===== src/rtl/pat_pkg.sv =====
// Shared constants and encodings for the pattern-hit window counter.
// Imported by the window timer and the counter top.
package pat_pkg;

    localparam int PAT_WIN_LEN = 16;
    localparam int PAT_CNT_W   = 8;
    localparam int PAT_THRESH  = 4;

    typedef enum logic {
        OUT_EMPTY = 1'b0,
        OUT_FULL  = 1'b1
    } out_state_e;

endpackage


===== src/rtl/pat_win_timer.sv =====
// Window position counter: advances on enabled cycles and flags the
// final cycle of each WIN_LEN-long window.
module pat_win_timer
    import pat_pkg::*;
#(
    parameter int WIN_LEN = PAT_WIN_LEN
) (
    input  logic clk,
    input  logic reset_n,
    input  logic en,
    input  logic clear,
    output logic win_end
);

    localparam int PW = $clog2(WIN_LEN);
    localparam logic [PW-1:0] LAST = PW'(WIN_LEN - 1);

    logic [PW-1:0] win_pos;

    always_ff @(posedge clk or negedge reset_n) begin
        if (!reset_n) begin
            win_pos <= '0;
        end else if (clear) begin
            win_pos <= '0;
        end else if (en) begin
            win_pos <= (win_pos == LAST) ? '0 : win_pos + PW'(1);
        end
    end

    assign win_end = en & ~clear & (win_pos == LAST);

endmodule


===== src/rtl/pat_hit_window_counter.sv =====
// Counts detector hits per window and hands each window's saturating
// count to a host through a one-deep valid/ready result register.
module pat_hit_window_counter
    import pat_pkg::*;
#(
    parameter int WIN_LEN = PAT_WIN_LEN,
    parameter int CNT_W   = PAT_CNT_W,
    parameter int THRESH  = PAT_THRESH
) (
    input  logic             clk,
    input  logic             reset_n,
    input  logic             en,
    input  logic             clear,
    input  logic             flag_in,
    output logic             res_valid,
    input  logic             res_ready,
    output logic [CNT_W-1:0] res_count,
    output logic             res_sat,
    output logic             thresh_hit,
    output logic             overrun
);

    localparam logic [CNT_W-1:0] MAX = '1;
    localparam logic [CNT_W-1:0] THR = CNT_W'(THRESH);

    logic             win_end;
    logic [CNT_W-1:0] hit_cnt;
    logic             sat;
    logic [CNT_W-1:0] fin_cnt;
    logic             fin_sat;
    logic             inc;
    out_state_e       state;
    out_state_e       state_nxt;
    logic             load;
    logic             ovr_set;

    pat_win_timer #(
        .WIN_LEN (WIN_LEN)
    ) u_timer (
        .clk     (clk),
        .reset_n (reset_n),
        .en      (en),
        .clear   (clear),
        .win_end (win_end)
    );

    // Count including this cycle's hit; on a window end this is the final value
    assign inc     = en & flag_in;
    assign fin_cnt = (inc && hit_cnt != MAX) ? hit_cnt + CNT_W'(1) : hit_cnt;
    assign fin_sat = sat | (fin_cnt == MAX);

    always_comb begin
        state_nxt = state;
        load      = 1'b0;
        ovr_set   = 1'b0;
        unique case (state)
            OUT_EMPTY: begin
                if (win_end) begin
                    load      = 1'b1;
                    state_nxt = OUT_FULL;
                end
            end
            OUT_FULL: begin
                if (win_end) begin
                    if (res_ready) begin
                        load = 1'b1;
                    end else begin
                        ovr_set = 1'b1;
                    end
                end else if (res_ready) begin
                    state_nxt = OUT_EMPTY;
                end
            end
            default: state_nxt = OUT_EMPTY;
        endcase
    end

    always_ff @(posedge clk or negedge reset_n) begin
        if (!reset_n) begin
            state      <= OUT_EMPTY;
            hit_cnt    <= '0;
            sat        <= 1'b0;
            res_count  <= '0;
            res_sat    <= 1'b0;
            thresh_hit <= 1'b0;
            overrun    <= 1'b0;
        end else if (clear) begin
            state      <= OUT_EMPTY;
            hit_cnt    <= '0;
            sat        <= 1'b0;
            res_count  <= '0;
            res_sat    <= 1'b0;
            thresh_hit <= 1'b0;
            overrun    <= 1'b0;
        end else begin
            state      <= state_nxt;
            thresh_hit <= win_end & (fin_cnt >= THR);
            if (win_end) begin
                hit_cnt <= '0;
                sat     <= 1'b0;
            end else begin
                hit_cnt <= fin_cnt;
                sat     <= fin_sat;
            end
            if (load) begin
                res_count <= fin_cnt;
                res_sat   <= fin_sat;
            end
            if (ovr_set) begin
                overrun <= 1'b1;
            end
        end
    end

    assign res_valid = (state == OUT_FULL);

endmodule


===== config.mk =====
export PLATFORM = sky130hd
export DESIGN_NAME = pat_hit_window_counter
export DESIGN_NICKNAME = d
export VERILOG_FILES = /design/src/rtl/pat_pkg.sv /design/src/rtl/pat_win_timer.sv /design/src/rtl/pat_hit_window_counter.sv
export SDC_FILE = /design/constraint.sdc
export NUM_CORES = 1
export LEC_CHECK = 0
export CAP_MARGIN = 40
export CORE_UTILIZATION = 53
export DETAILED_ROUTE_END_ITERATION = 7
export PLACE_DENSITY = 0.84
export SYNTH_ARGS = -nofsm -noshare
export SYNTH_HDL_FRONTEND = slang
export SYNTH_SLANG_ARGS = --single-unit

===== constraint.sdc =====
create_clock -name clk -period 2.4 [get_ports clk]
set_clock_uncertainty 0.2 [all_clocks]
set_input_delay 0.6 -clock clk [delete_from_list [all_inputs] [get_ports clk]]
set_output_delay 0.6 -clock clk [all_outputs]
set_load 0.03 [all_outputs]

Yosys cells after proc, flatten, opt, wreduce, memory -nomap -nowiden:

Cells that the tools add are included.

* output and inout bits: 12
* bits in latches: 0
* bits in read-only memories: 0
* memories: 0
* flip-flop bits (word level): 25
* memory bits (writable): 0

* bitwise logic cells: 7
* multiplexer cells: 25
* reductions and logical operators: 4
* multipliers: 0
* div/mod/pow operators: 0
* $add $sub $neg: 2
* shift-type cells: 0
* magnitude comparators: 1
* eq/ne operators: 3

Operators with widths (count)
* $mux W8: 5
* $mux W1: 15
* $mux W4: 3
* $add A8 B1 Y8 const B: 1
* $eq A8 B8 Y1 const B: 1
* $ge A8 B3 Y1 const B: 1
* $ne A8 B8 Y1 const B: 1
* $reduce_bool A2 Y1: 3
* $add A4 B1 Y4 const B: 1
* $and A1 B1 Y1: 4
* $eq A4 B4 Y1 const B: 1
* $pmux W1 S2: 2
* $not A1 Y1: 2
* $logic_and A1 B1 Y1: 1
* $or A1 B1 Y1: 1

Longest topological paths before layout:

* word-level depth: 7
* gate-level depth with buffers: 7
* gate-level depth less buffers: 6

Hierarchy:

A second synthesis with hierarchy kept.

* cells, all modules: 138
* area total of the unflattened synthesis: 1320.0 µm²

Modules (own cells, without submodules)
* pat_hit_window_counter: area an instance 1117.3 µm², cells each 117, times used 1
* pat_win_timer: area an instance 202.7 µm², cells each 21, times used 1

Worst setup path after synthesis:

OpenSTA, ideal clock, no wires.

* kind: input port to flip-flop
* start point: input en
* end point: register res_sat
* data required time: 2069 ps
* path buffers: 1
* data arrival time: 1627 ps
* stages: 6
* setup slack: 442 ps
* library setup time: 131 ps
* cells stage by stage: buf_4 and4_1 a41oi_1 a311o_1 nand4b_1 o211ai_1

* cells in the longest elaborated chain, start to end: 7

RTL lines
* from (decl): line pat_hit_window_counter.sv:12 `input logic en,`
* $and A1 B1 Y1: line pat_hit_window_counter.sv:48 `assign inc = en & flag_in;`
* $logic_and A1 B1 Y1: line pat_hit_window_counter.sv:49 `assign fin_cnt = (inc && hit_cnt != MAX) ? hit_cnt + CNT_W'(1) : hit_cnt;`
* $mux W8: line pat_hit_window_counter.sv:49
* $eq A8 B8 Y1: line pat_hit_window_counter.sv:50 `assign fin_sat = sat | (fin_cnt == MAX);`
* $or A1 B1 Y1: line pat_hit_window_counter.sv:50
* $mux W1: line pat_hit_window_counter.sv:105 `if (load) begin`
* $mux W1: line pat_hit_window_counter.sv:87 `end else if (clear) begin`
* to (signal assigned): line pat_hit_window_counter.sv:107 `res_sat <= fin_sat;`
* to (decl): line pat_hit_window_counter.sv:18 `output logic res_sat,`

Several ways; a longest one is shown, not always the timed one. The select of a mux whose other input is x is not followed.
A chain may end at the register's enable or synchronous reset.

Final worst setup path:

Ends and elaborated chain as after synthesis.

==> impl_results.md <==
* Worst hold endpoint: res_count[0]
* Drc violations at 0
* Sw frac at 0.244
* Async set-reset flop share out of synthesis at 1.00
* Drt first-iter violations at 74
* Unrepaired setup endpoints after global routing: false
* Count of input and output buffers at 17
* Synth area leader: dfrtp_1
* Setup violations, final at 0
* FILL cells at 158
* Clock Sinks at 25
* Nets at 171
* Area grow syn2layout at 23.7%
* Outcome: finished, final reports clean
* DIE WIDTH at 51.7 microns
* Seq/Total Area, Yosys at 0.478
* Reg2reg setup slack at 0.30 ns
* Post-synth top cells: dfrtp_1 (25), nor2_1 (16), nand2_1 (13)
* Initial antenna violation count at 0
* Antenna Violating Nets Remaining at 0
* Most frequent cell after synthesis: dfrtp_1
* Maximum clock path buffer count at 2
* Core Region at 2280 sq um
* Netlist cell types at 37
* CP startpoint kind: input port
* Largest net degree at the start of global routing at 26
* Initial DRT Pass Iterations at 4
* Final Max Tran Viols at 0
* Worst path required time at 2.46 ns
* Critical Path AT at 2.28 ns
* Post-Syn Nets at 141
* Starting Density at 0.576
* N_diodes at 0
* Routed WL at 2.98 mm
* Flop pwr share at 0.630
* Period utilisation layout at 0.926
* Area contributors post-synth: dfrtp_1 (48%), nand3b_1 (5.2%), mux2i_1 (4.6%)
* RR Endpoint: res_sat
* CP Class: input port to flip-flop
* Synth Warn # at 0
* Sw power at 0.168 mW
* Setup bufs post-CTS at 0
* Die Ht at 51.7 microns
* Rel. slew slack at 0.728
* Avg Cell Area, Syn at 9.85 sq um
* Vias in the first global route at 1098
* Final hold vios at 0
* Maximum VDD drop at 0.311 mV
* DR vias at 1158
* Max FO, Critical Path at 6
* Gr ovfl total at 0
* Clock-pin slew on the worst setup and hold paths at 0.14 ns
* P per Cell Area at 424 nW/um^2
* First-pass GRT wire length at 4.82 mm
* Synth Flop Type: dfrtp_1
* RR Startpoint: hit_cnt[0]
* Die Area at 2670 sq um
* Layout cells sized above 1 at 0.148
* Min Clock Period, post-route at 2.22 ns
* Final instance count without filler cells at 190
* Flops & latches, synth at 25
* CTS root buffer: clkbuf_4
* Global-route usage over all layers at 0.246
* Clock power frac at 0.282
* Synth top area share at 0.478
* Worst Hold Class: flip-flop to flip-flop
* Mapped Cells at 133
* R2R cell count at 6
* CTS tree: done
* Worst-Skew Late Latency at 0.33 ns
* Worst slew pin tran at 0.407 ns
* DP Wirelength at 2.11 mm
* Worst Hold Launch: res_count[0]
* IO Pins at 18
* EDFF count, synth at 0
* # placed instances at 186
* GP Congestion at 0.929
* Post-route setup TNS at 0 ns
* Worst hold stages at 2
* Post-Syn Area at 1310 sq um
* Max-cap viol count at 0
* Pleak at 0.703 nW
* # rows at 17
* Routed length per instance at 15.7 microns
* FMAX at 450 MHz
* Htree depth at 1
* Gate power share at 0.088
* Internal at 0.520 mW
* Crit end category: flip-flop
* Cts bufs inserted at 3
* Vias per std cell at 6.09
final cells by class:
| type | count | area (sq um) | share of cell area |
|---|---|---|---|
| Multi-Input combinational cell | 98 | 636 | 0.392 |
| Sequential cell | 25 | 626 | 0.386 |
| Timing Repair Buffer | 32 | 283 | 0.175 |
| Tap cell | 28 | 35.0 | 0.0216 |
| Clock buffer | 3 | 22.5 | 0.0139 |
| Inverter | 3 | 11.3 | 0.00695 |
| Clock inverter | 1 | 7.51 | 0.00463 |
placed cells by master (no fill, tap or decap), types with 2 or more instances in the layout:
cell / instances
nand3_1: 3
nand2b_1: 3
nor3_1: 2
clkbuf_4: 3
a21o_1: 2
a31oi_1: 2
nor2_1: 16
clkdlybuf4s50_1: 17
nand2_1: 13
or3_1: 2
and4_1: 2
inv_1: 3
nand4_1: 3
ha_1: 2
mux2i_1: 6
a21oi_1: 3
xor2_1: 2
dfrtp_1: 25
o22ai_1: 2
nand3b_1: 9
buf_4: 15
o21ai_0: 12
per-stage QoR:
step | setup slack, ns | area (sq um) | total power, mW | utilization | hold WS (ns)
after floorplan | 0.442 | 1310 | 0.469 | - | 0.104
after global placement | -0.0491 | 1590 | 0.498 | 0.698 | 0.295
after detailed placement | -0.189 | 1590 | 0.502 | 0.698 | 0.303
after CTS | 0.172 | 1620 | 0.696 | 0.711 | 0.333
after global routing | 0.0853 | 1620 | 0.719 | 0.712 | 0.355
final | 0.178 | 1620 | 0.688 | 0.712 | 0.331
what timing repair did:
action	4_1_cts	5_1_grt
endpoints found under the setup margin	0	1
hold buffers	0	0
resized for setup	0	1
worst max-delay path, stage by stage:
cell	delay (ns)
clkdlybuf4s50_1	0.50
buf_4	0.19
nand2_1	0.11
nor2_1	0.10
a2111oi_1	0.42
nand4b_1	0.17
o211ai_1	0.20
power by group through the flow:
| stage | registers [mW] | logic [mW] | clock network [mW] |
|---|---|---|---|
| after floorplan | 0.440 | 0.0294 | 0 |
| after global placement | 0.441 | 0.0579 | 0 |
| after detailed placement | 0.441 | 0.0606 | 0 |
| after CTS | 0.433 | 0.0610 | 0.202 |
| after global routing | 0.435 | 0.0671 | 0.218 |
| final | 0.433 | 0.0608 | 0.194 |
worst max path at each step:
stage | start | end | slack (ns)
2_1_floorplan | en | res_sat | 0.44
3_3_place_gp | en | res_sat | -0.05
3_5_place_dp | en | res_sat | -0.19
4_1_cts | en | res_sat | 0.17
5_1_grt | en | res_sat | 0.09
6_report | en | res_sat | 0.18
metal layers:
metal	track usage	vias up	part of all wire
met4	0.122	0	0.024
met2	0.396	58	0.45
met1	0.313	548	0.46
met3	0.0497	13	0.067
met5	0	-	0
li1	-	539	-
logic make-up after synthesis:
kind of cell               share of synthesized area
muxes                                         0.0458
buffers and inverters                         0.0382
adders and majority gates                     0.0191
DFF                                            0.478
and+or+nand+nor                                0.246
AOI/OAI and AO/OA                              0.153
xor gates and xnor gates                      0.0201
flip-flops by register name, summed over array words and instances, names as in the netlist:
| signal | cells |
|---|---|
| hit_cnt | 8 |
| res_count | 8 |
| u_timer.win_pos | 4 |
| overrun | 1 |
| res_sat | 1 |
| res_valid | 1 |
| sat | 1 |
| thresh_hit | 1 |
No activity file was read; power rests on OpenSTA's default activity.
